`src/rtl/lsu_pkg.sv`:
```
// Load/store unit shared types.
// funct3 codes, FSM encoding, request checking.
package lsu_pkg;

  localparam int MEM_WORDS_DEF = 256;

  localparam logic [2:0] F3_B  = 3'b000;
  localparam logic [2:0] F3_H  = 3'b001;
  localparam logic [2:0] F3_W  = 3'b010;
  localparam logic [2:0] F3_BU = 3'b100;
  localparam logic [2:0] F3_HU = 3'b101;

  typedef enum logic [1:0] {
    S_IDLE  = 2'd0,
    S_READ  = 2'd1,
    S_WRITE = 2'd2,
    S_DONE  = 2'd3
  } state_t;

  // Misaligned, illegal width code or word index past the memory.
  function automatic logic req_err(
    input logic        st,
    input logic [2:0]  f3,
    input logic [31:0] a,
    input int          words
  );
    logic e;
    if (st) e = (f3 > F3_W);
    else    e = (f3 == 3'b011) || (f3 == 3'b110)
             || (f3 == 3'b111);
    if ((f3 == F3_H || f3 == F3_HU) && a[0])
      e = 1'b1;
    if (f3 == F3_W && a[1:0] != 2'b00)
      e = 1'b1;
    if ({2'b00, a[31:2]} >= 32'(words))
      e = 1'b1;
    return e;
  endfunction

endpackage

```
`src/rtl/lsu_lane.sv`:
```
// Byte/halfword lane logic: load extraction
// and read-modify-write store merging.
module lsu_lane
  import lsu_pkg::*;
(
  input  logic [2:0]  funct3,
  input  logic [1:0]  addr_lo,
  input  logic [31:0] word,
  input  logic [31:0] store_data,
  output logic [31:0] load_data,
  output logic [31:0] write_data
);

  logic [7:0]  b;
  logic [15:0] h;

  assign b = word[{addr_lo, 3'b000} +: 8];
  assign h = addr_lo[1] ? word[31:16] : word[15:0];

  // Sign/zero-extend the selected lane of the read word.
  always_comb begin
    load_data = '0;
    unique case (funct3)
      F3_B:    load_data = {{24{b[7]}}, b};
      F3_H:    load_data = {{16{h[15]}}, h};
      F3_W:    load_data = word;
      F3_BU:   load_data = {24'd0, b};
      F3_HU:   load_data = {16'd0, h};
      default: load_data = '0;
    endcase
  end

  // Replace only the addressed lane for sub-word stores.
  always_comb begin
    write_data = store_data;
    unique case (funct3)
      F3_B: begin
        write_data = word;
        write_data[{addr_lo, 3'b000} +: 8] =
          store_data[7:0];
      end
      F3_H: begin
        write_data = word;
        write_data[{addr_lo[1], 4'b0000} +: 16] =
          store_data[15:0];
      end
      default: write_data = store_data;
    endcase
  end

endmodule

```
`src/rtl/load_store_unit.sv`:
```
// RV32I load/store unit with a single-word
// synchronous data memory port.
module load_store_unit
  import lsu_pkg::*;
#(
  parameter int MEM_WORDS = MEM_WORDS_DEF
) (
  input  logic        clk,
  input  logic        rst,
  input  logic        start,
  input  logic        is_store,
  input  logic [2:0]  funct3,
  input  logic [31:0] addr,
  input  logic [31:0] store_data,
  output logic        busy,
  output logic        done,
  output logic [31:0] load_data,
  output logic        err,
  output logic [31:0] mem_A,
  output logic [31:0] mem_WD,
  output logic        mem_WE,
  input  logic [31:0] mem_RD
);

  state_t      state, state_nxt;
  logic        r_store, r_err;
  logic [2:0]  r_f3;
  logic [31:0] r_addr, r_sdata, r_word;
  logic [31:0] ld_ext, wd_merge;
  logic        req_bad, mem_cyc;

  assign req_bad =
    req_err(is_store, funct3, addr, MEM_WORDS);

  // State and request registers; start only in IDLE.
  always_ff @(posedge clk) begin
    if (rst) begin
      state   <= S_IDLE;
      r_store <= 1'b0;
      r_err   <= 1'b0;
      r_f3    <= '0;
      r_addr  <= '0;
      r_sdata <= '0;
      r_word  <= '0;
    end else begin
      state <= state_nxt;
      if (state == S_IDLE && start) begin
        r_store <= is_store;
        r_err   <= req_bad;
        r_f3    <= funct3;
        r_addr  <= addr;
        r_sdata <= store_data;
      end
      if (state == S_READ)
        r_word <= mem_RD;
    end
  end

  // Next state: sw skips READ, sub-word stores read first.
  always_comb begin
    state_nxt = state;
    unique case (state)
      S_IDLE: begin
        if (start) begin
          if (req_bad)
            state_nxt = S_DONE;
          else if (is_store && funct3 == F3_W)
            state_nxt = S_WRITE;
          else
            state_nxt = S_READ;
        end
      end
      S_READ:
        state_nxt = r_store ? S_WRITE : S_DONE;
      S_WRITE: state_nxt = S_DONE;
      S_DONE:  state_nxt = S_IDLE;
      default: state_nxt = S_IDLE;
    endcase
  end

  lsu_lane u_lane (
    .funct3     (r_f3),
    .addr_lo    (r_addr[1:0]),
    .word       (r_word),
    .store_data (r_sdata),
    .load_data  (ld_ext),
    .write_data (wd_merge)
  );

  assign mem_cyc = (state == S_READ)
                || (state == S_WRITE);

  assign busy = (state != S_IDLE);
  assign done = (state == S_DONE);
  assign err  = done && r_err;

  assign load_data =
    (done && !r_err && !r_store) ? ld_ext : '0;

  assign mem_A  =
    mem_cyc ? {2'b00, r_addr[31:2]} : '0;
  assign mem_WD =
    (state == S_WRITE) ? wd_merge : '0;
  assign mem_WE = (state == S_WRITE) && !rst;

endmodule
```
`config.mk`:
```
export PLATFORM = sky130hd
export DESIGN_NAME = load_store_unit
export DESIGN_NICKNAME = d
export VERILOG_FILES = /design/src/rtl/lsu_pkg.sv /design/src/rtl/lsu_lane.sv /design/src/rtl/load_store_unit.sv
export SDC_FILE = /design/constraint.sdc
export NUM_CORES = 1
export LEC_CHECK = 0
export CAP_MARGIN = 15
export CORE_MARGIN = 2
export CORE_UTILIZATION = 37
export DETAILED_ROUTE_END_ITERATION = 10
export PLACE_DENSITY = 0.72
export SETUP_SLACK_MARGIN = 0.15
export SYNTH_ARGS = -nofsm -noshare
export SYNTH_HDL_FRONTEND = slang
export SYNTH_SLANG_ARGS = --single-unit
```
`constraint.sdc`:
```
create_clock -name clk -period 3.95 [get_ports clk]
set_input_delay 0.79 -clock clk [delete_from_list [all_inputs] [get_ports clk]]
set_output_delay 0.79 -clock clk [all_outputs]
set_load 0.005 [all_outputs]
```
Word level (Yosys, flattened, before mapping):

Index checks and enable logic that the tools add are counted.
Widths: inputs -> output; s select.

* memories kept: 0
* bits in registers: 103
* ROM bits: 0
* latch bits: 0
* output and inout port bits: 100
* bits in writable memories: 0

* add/subtract/negate cells: 2
* shift operators: 5
* $lt $le $gt $ge: 2
* mux-type cells: 17
* equal/unequal tests: 14
* divide/modulo/power cells: 0
* bitwise gates (word level): 0
* multiply operators: 0
* reductions and logical operators: 19

Operators by type and width (count)
* $pmux 32 s5: 1
* $bwmux 32: 2
* $mux 32: 2
* $pmux 32 s2: 1
* $shift 16x7->32 const A: 1
* $shift 8x7->32 const A: 1
* $shiftx 16x7->32: 1
* $shiftx 32x6->8: 1
* $shiftx 8x7->32: 1
* $ge 30x9->1 const B: 1
* $mux 30: 1
* $mux 16: 1
* $eq 3x3->1 const B: 5
* $neg 5->7: 2
* $eq 3x2->1 const B: 3
* $logic_and 1x1->1: 8
* $pmux 2 s4: 1
* $eq 3x1->1 const B: 2
* $mux 2: 3
* $mux 1: 5
* $eq 2x2->1 const B: 2
* $logic_or 1x1->1: 4
* $reduce_bool 2->1: 2
* $gt 3x2->1 const B: 1
* 5 further kinds: 7

Logic depth before layout (Yosys ltp):

Gate-level depths: netlist of the first run.

* depth in word-level cells: 10
* gate-level depth with buffers: 8
* depth with buffers taken out: 6

Hierarchy:

Synthesis of the first run repeated with hierarchy kept, for this count alone.

* cell total of the unflattened synthesis: 823
* area, all modules: 6327.3 sq um

Modules (own cells, without submodules)
* load_store_unit: instances 1, area each 4469.3 sq um, cells an instance 555, sequential area each 2062.0 sq um
* lsu_lane: instances 1, area each 1858.0 sq um, cells an instance 268, sequential area each 0.0 sq um

Worst setup path after synthesis of the first run:

No wires, ideal clock.

* path kind: flip-flop to output port
* start: register r_addr[0]
* end: output mem_WD[24]
* buffers on the path: 2
* stages on the path, launching flop included: 9
* arrival: 1872 ps
* slack: 1288 ps
* required time: 3160 ps
* path through: dfxtp_1 > clkbuf_2 > inv_1 > ha_1 > nor4bb_1 > clkbuf_1 > a21oi_1 > o221ai_1 > and2_1

* word-level cells in the longest chain between the ends: 5
* elaborated cells on any way between the ends: 6

RTL lines
* from (decl): line load_store_unit.sv:28 `logic [31:0] r_addr, r_sdata, r_word;`
* from (signal assigned): line load_store_unit.sv:51 `r_addr <= addr;`
* $neg 5->7 *: line lsu_lane.sv:39 `write_data[{addr_lo, 3'b000} +: 8] =`
* $shiftx 8x7->32 or $shift 8x7->32 (tied branches): line lsu_lane.sv:39
* $bwmux 32 *: line lsu_lane.sv:39
* $pmux 32 s2 *: line lsu_lane.sv:36 `unique case (funct3)`
* $mux 32 *: line load_store_unit.sv:103 `(state == S_WRITE) ? wd_merge : '0;`
* to (decl): line load_store_unit.sv:20 `output logic [31:0] mem_WD,`

Every way passes the cells marked *; elsewhere a longest branch is shown, timed or not.

Worst setup path after layout of the first run:

* start: register r_addr[0]
* end: output mem_WD[31]

The elaborated chain is that of the path after synthesis.

==> key figures, run 1 <==
Routing
  • DR vias: 5885
  • DR pass1 iterations: 8
  • DRC viols: 0
  • Initial DRC Count: 506
  • Post-route ant nets: 0
  • Final wirelength: between 15000 and 20000 µm
  • Via density: 5.40
  • Per-cell routed wire length: about 18 µm

Synthesis
  • Yosys Warn Count: 0
  • Seq/Total Area, Yosys: a little over a third
  • Number of synthesized flops with an enable pin: 0
  • Top FF cell, synth: dfxtp_1
  • Netlist Area Pre-Place: about 0.0056 mm²
  • Count of cell types in the netlist: 52
  • Post-synthesis async set-or-reset flop share: 0%
  • Mapped Avg Cell Area: 7.74 µm²
  • Mapped Cells: 728
  • Synthesis-stage register bit count: 103

Setup path
  • CP max stage delay: 0.56 ns
  • Critical Path AT: 2.80 ns
  • WP data required: 3.16 ns
  • CP startpoint kind: flip-flop
  • Nature of the critical path endpoint: output pin
  • CP Max Fanout: 10
  • Reg2reg path depth: 6
  • Crit-path slowest cell: clkdlybuf4s50_1
  • CP Cell Sequence: inv_1, ha_1, nor4bb_1, buf_4, a21oi_1, o221ai_1, and2_1, clkdlybuf4s50_1
  • CP Class: flip-flop to output pin

Timing
  • Least-Margin Pin Slew: 1.12 ns
  • RSZ-0062 raised after global routing: false
  • Fmax achieved: 0.279 GHz
  • Minimum clock period after layout: 3.59 ns
  • Hold slack: 0.451 ns
  • Final Setup Violations: 0
  • Setup_tns: 0 ns
  • Final max-slew violation count: 0
  • Relative slew slack: 25.6%
  • Final hold vios: 0
  • Period utilization: 90.9%
  • Clock skew: approximately 0.0040 ns

Floorplan
  • Site row count: 45
  • Initial core utilization: 37.5%
  • DIE WIDTH: 127 µm
  • Full die area: 0.0162 mm²
  • Die Height: 127 µm
  • I/O pin cnt: around 200
  • Core Box Area: 0.0150 mm²

Global routing
  • Vias in the first global route: between 5000 and 6000
  • All-Layer GR Usage: 23.1%
  • Initial antenna violation count: 0
  • Largest net degree at the start of global routing: 104
  • First-pass GRT wire length: 29700 µm
  • Grt ovf: 0

Clocking
  • CTS tree: built
  • Root Driver: clkbuf_16
  • Hold Buf Count CTS: 0
  • Htree depth: 3
  • Longest Clk Path Bufs: 2
  • Clk_lat worst skew: 0.34 ns
  • Cts bufs inserted: 9
  • Clock-pin slew on the worst setup and hold paths: 0.07 ns
  • Clock sinks: 103

Pwr
  • Maximum vdd drop: 0.389 mV
  • PD cells: 543 mW/mm²
  • Leak pwr: 2.75 nW
  • Total power: 0.00438 W

Finish
  • Inserted Diodes: 0
  • Nets@finish: 1010
  • Filler Cell Count: around 1500
  • Share of cells above drive strength 1: between 5 and 6%
  • Area growth from synthesis to layout: 43.0%
  • Final core utilization: between 50% and 60%

Placement
  • Port-buffer cells: 200
  • Hpwl dp: 13800 µm
  • Routability Congestion: 0.898

Hold path
  • Min-Delay Path Depth: 2
  • Hold WC Path Type: flip-flop to flip-flop

Run
  • Max-cap violations: 0

Outcome
  • Status: completed
==> logic make-up after synthesis <==
group	after synthesis	synth area share (%)
AO/OA/AOI/OAI	179	20.3
buffers and inverters	64	4.89
multiplexers	51	9.28
adder cells (fa/ha/maj)	10	2.22
other	1	0.0666
AND/OR/NAND/NOR	320	26.6
flip-flops	103	36.6
==> sequential cells by signal, summed over array words and instances, names as in the netlist <==
register  cells
r_f3          3
r_err         1
state         2
r_addr       32
r_word       32
r_store       1
r_sdata      32
==> layout by cell type, fill, tap and decap left out, drive strengths merged, types with 11 or more instances in the layout <==
master	count
buf	13
a22oi	16
nor2b	27
a222oi	14
a21oi	105
nand2	166
clkbuf	11
and2	40
o21ai	11
nor2	53
mux2i	41
clkdlybuf4s50	199
dfxtp	103
==> layer usage <==
metal | share of wire, % | GRT usage, % | routed length, µm | up-vias
li1 | - | - | - | 2868
met1 | 45 | 33.0 | 8530 | 2700
met2 | 44 | 33.8 | 8320 | 278
met3 | 9.0 | 4.98 | 1730 | 39
met4 | 2.8 | 9.11 | 538 | 0
met5 | 0 | 0 | 0 | -
==> stage by stage <==
stage / instance area [µm²] / worst slack, ns / std cells
final: 8060 / 0.360 / 1089
after global routing: 8060 / 0.184 / 1089
after CTS: 8050 / 0.213 / 1088
after detailed placement: 7720 / 0.610 / 1073
after global placement: 7720 / 0.622 / 1073
after floorplan: 5640 / 1.29 / 729
==> critical path, delay by kind of cell (launching register included) <==
| family | cells | cell delay, ns |
|---|---|---|
| compound gates | 2 | 0.24 |
| fa+ha+maj | 1 | 0.37 |
| buf+inv | 3 | 0.96 |
| flops | 1 | 0.44 |
| simple gates | 2 | 0.45 |
==> layout make-up <==
type / count / area [µm²] / share of cell area (%)
flip-flops and latches: 103 / 2060 / 25.6
clock buffers: 11 / 233 / 2.89
well taps: 188 / 235 / 2.92
multi-input cells: 562 / 3310 / 41.0
inverters: 9 / 33.8 / 0.419
clock inverters: 4 / 95.1 / 1.18
repair buffers: 212 / 2090 / 25.9
==> synthesized netlist by cell type, drive strengths merged, types with 2 or more instances <==
cell type,count,area share [%]
a211oi,5,0.98
a22oi,16,2.1
nor3,6,0.53
or3,3,0.42
nor4,6,0.93
nand4bb,2,0.40
nor3b,2,0.36
a222oi,14,2.5
inv,9,0.60
or2,3,0.33
nor4bb,3,0.53
nor2b,27,3.0
ha,10,2.2
clkbuf,34,2.3
a32oi,2,0.31
a31oi,2,0.22
o21ai,11,1.0
a221oi,7,1.1
nand3,3,0.27
o21a,2,0.27
mux2,10,2.0
nor2,53,3.5
buf,21,2.0
nand3b,2,0.27
dfxtp,103,37
nand2,166,11
a21oi,105,9.3
nor4b,2,0.31
o221ai,8,1.2
mux2i,41,7.3
and2,40,4.4
a211o,2,0.31
==> path summary, 6_finish.rpt <==
path	from	endpoint	slack (ns)
worst max-delay path	r_addr[0]	mem_WD[31]	0.36
worst min-delay path	r_addr[23]	r_addr[23]	0.45
worst max register to register	state[0]	r_sdata[10]	1.89
worst min register to register	r_addr[23]	r_addr[23]	0.45
==> power breakdown <==
part	switching, W	total (W)	internal (W)
combinational	0.00103	0.00187	0.000847
sequential	0.000255	0.00151	0.00125
clock	0.000384	0.000999	0.000616
total	0.00166	0.00438	0.00271
==> repair_timing <==
action / CTS / global route
setup buffers: 0 / 0
endpoints found under the setup margin: 0 / 17
resized for setup: 0 / 2
Note: power is estimated with default switching activity, not from simulation.
==> run 2, diff against run 1 <==
Settings changed: ABC_CLOCK_PERIOD_IN_PS from default to 3950, CTS_BUF_LIST from default to sky130_fd_sc_hd__clkbuf_4.
==> run 2 against run 1 <==
  * Non-clock buffer count increased by 1
  * Clock-buffer cell count unchanged
  * Design area decreased by 1.4%
  * Combinational power about the same
  * Cell count increased by 0.28%
  * Die area unchanged
  * Fmax decreased by 2.0%
  * Clock power decreased by 32%
  * Highest routed layer unchanged
  * Critical path depth unchanged
  * First-iteration DRC count increased by 18%
  * Global-route usage about the same
==> key figures, run 2 (synthesis gave the netlist of run 1 again) <==
Routing
  • DRC viols: 0 (unchanged)
  • Via density: 5.48 (was 5.40)
  • Initial DRC Count: 598 (was 506)
  • DR pass1 iterations: 9 (was 8)
  • DR vias: 5985 (was 5885)
  • Post-route ant nets: 0 (unchanged)
  • Final wirelength: 19300 µm (was 19100 µm)
  • Per-cell routed wire length: 17.6 µm (about the same)

Finish
  • Commonest non-fill, non-tap cell in the layout: clkdlybuf4s50_1 (unchanged)
  • Largest registers: r_addr (32), r_sdata (32), r_word (32) (unchanged)
  • Area growth from synthesis to layout: 41.0% (was 43.0%)
  • Commonest cells after routing, fill and taps aside: 199 x clkdlybuf4s50_1, 165 x nand2_1, 105 x a21oi_1, 100 x dfxtp_1, 53 x nor2_1 (was 199 x clkdlybuf4s50_1, 165 x nand2_1, 105 x a21oi_1, 101 x dfxtp_1, 53 x nor2_1)
  • Nets@finish: 1011 (was 1010)
  • Filler Cell Count: 1467 (was 1451)
  • Share of cells above drive strength 1: 6.43% (was 5.77%)
  • Final core utilization: 52.8% (was 53.6%)

Timing
  • Setup_tns: 0 ns (unchanged)
  • Final Setup Violations: 0 (unchanged)
  • Clock skew: 0.00979 ns (was 0.00400 ns)
  • Fmax achieved: 0.273 GHz (was 0.279 GHz)
  • Minimum clock period after layout: 3.66 ns (was 3.59 ns)
  • Relative slew slack: 25.3% (was 25.6%)
  • Worst setup margin: 0.286 ns (was 0.360 ns)
  • Least-Margin Pin Slew: 1.12 ns (about the same)
  • Final max-slew violation count: 0 (unchanged)
  • Period utilization: 92.8% (was 90.9%)
  • Final hold vios: 0 (unchanged)
  • RSZ-0062 raised after global routing: true (was false)

Setup path
  • Critical Path AT: 2.87 ns (was 2.80 ns)
  • Nature of the critical path endpoint: output pin (unchanged)
  • CP Max Fanout: 10 (unchanged)
  • CP Class: flip-flop to output pin (unchanged)
  • WP data required: 3.16 ns (about the same)
  • CP startpoint kind: flip-flop (unchanged)

Clocking
  • Hold Buf Count CTS: 0 (unchanged)
  • Htree depth: 3 (unchanged)
  • Clock sinks: 103 (unchanged)
  • CTS tree: built (unchanged)
  • Clock-pin slew on the worst setup and hold paths: 0.14 ns (was 0.07 ns)
  • Longest Clk Path Bufs: 2 (unchanged)
  • Clk_lat worst skew: 0.48 ns (was 0.34 ns)
  • Cts bufs inserted: 9 (unchanged)
  • Root Driver: clkbuf_4 (was clkbuf_16)

Pwr
  • Leak pwr: 2.70 nW (was 2.75 nW)
  • Combinational share of power: 46.3% (was 42.8%)
  • Power share of the clock group: 16.7% (was 22.8%)
  • P_int: 0.00244 W (was 0.00271 W)
  • NetSw: 0.00164 W (was 0.00166 W)
  • Net Sw Frac: 40.3% (was 38.0%)
  • Maximum vdd drop: 0.354 mV (was 0.389 mV)
  • PD cells: 513 mW/mm² (was 543 mW/mm²)
  • Flop pwr share: 37.0% (was 34.4%)

Global routing
  • Vias in the first global route: 5423 (was 5455)
  • First-pass GRT wire length: 29600 µm (was 29700 µm)
  • Initial antenna violation count: 1 (was 0)
  • All-Layer GR Usage: 23.0% (was 23.1%)
  • Grt ovf: 0 (unchanged)
  • Largest net degree at the start of global routing: 104 (unchanged)

Floorplan
  • Site row count: 45 (unchanged)
  • DIE WIDTH: 127 µm (unchanged)
  • Initial core utilization: 37.5% (unchanged)
  • Die Height: 127 µm (unchanged)
  • Core Box Area: 0.0150 mm² (unchanged)
  • I/O pin cnt: 203 (unchanged)
  • Full die area: 0.0162 mm² (unchanged)

Hold path
  • Hold WC Path Type: flip-flop to flip-flop (unchanged)

Placement
  • Port-buffer cells: 200 (unchanged)
  • Hpwl dp: 13800 µm (unchanged)
  • Place WS: 0.610 ns (unchanged)
  • Routability Congestion: 0.898 (unchanged)

Run
  • Max-cap violations: 0 (unchanged)

Outcome
  • Status: completed (unchanged)
## run 2: final cells by class
type / count / area, µm² / area share [%]
diodes: 2 / 5.00 / 0.0630
clock buffers: 11 / 82.6 / 1.04
clock inverters: 4 / 95.1 / 1.20
inverters: 9 / 37.5 / 0.473
multi-input cells: 562 / 3320 / 41.8
flip-flops and latches: 103 / 2070 / 26.1
well taps: 188 / 235 / 2.96
repair buffers: 213 / 2100 / 26.4
## run 2: worst paths after layout
check | startpoint | to | slack, ns | cells past startpoint
hold reg to reg | r_addr[23] | r_addr[23] | 0.46 | 2
setup / recovery | r_addr[0] | mem_WD[31] | 0.29 | 8
hold / removal | r_addr[23] | r_addr[23] | 0.46 | 2
setup reg to reg | state[0] | r_sdata[13] | 1.87 | 6
## run 2: critical path, cell delays in order (launching register included)
cell             delay (ns)
dfxtp_4                0.45
clkinvlp_4             0.15
ha_1                   0.35
nor4bb_1               0.30
buf_4                  0.22
a21oi_1                0.08
o221ai_1               0.16
and2_1                 0.14
clkdlybuf4s50_1        0.55
## run 2: through the flow
stage	std cells	area (µm²)	total power, W	hold WS (ns)
finish	1092	7940	0.00408	0.461
global route	1092	7940	0.00433	0.481
CTS	1088	7900	0.00405	0.462
detailed placement	1073	7720	0.00337	0.442
global placement	1073	7720	0.00336	0.438
floorplan	729	5640	0.00264	0.432
## run 2: repair_timing
action                                  4_1_cts  5_1_grt
pin swaps                                     0        1
buffers inserted                              0        1
gates resized for setup                       2        6
endpoints found under the setup margin       30       30
## run 2: routing by layer
layer	GRT usage, %	share of wire, %
met1	33.0	45
met2	33.8	44
met3	4.40	8.4
met4	9.57	3.1
met5	0	0
## run 2: power by group through the flow
stage	clock, W	combinational (W)	sequential, W
after floorplan	0	0.00125	0.00139
after global routing	0.000733	0.00206	0.00153
after detailed placement	0	0.00185	0.00151
final	0.000683	0.00189	0.00151
after CTS	0.000693	0.00186	0.00149
after global placement	0	0.00185	0.00151
==> run 3, diff against run 2 <==
Settings changed: CTS_CLUSTER_DIAMETER from default to 60, TNS_END_PERCENT from default to 50.
==> results of run 3 <==
The final DEF is identical to that of run 2; final timing and power are the same.
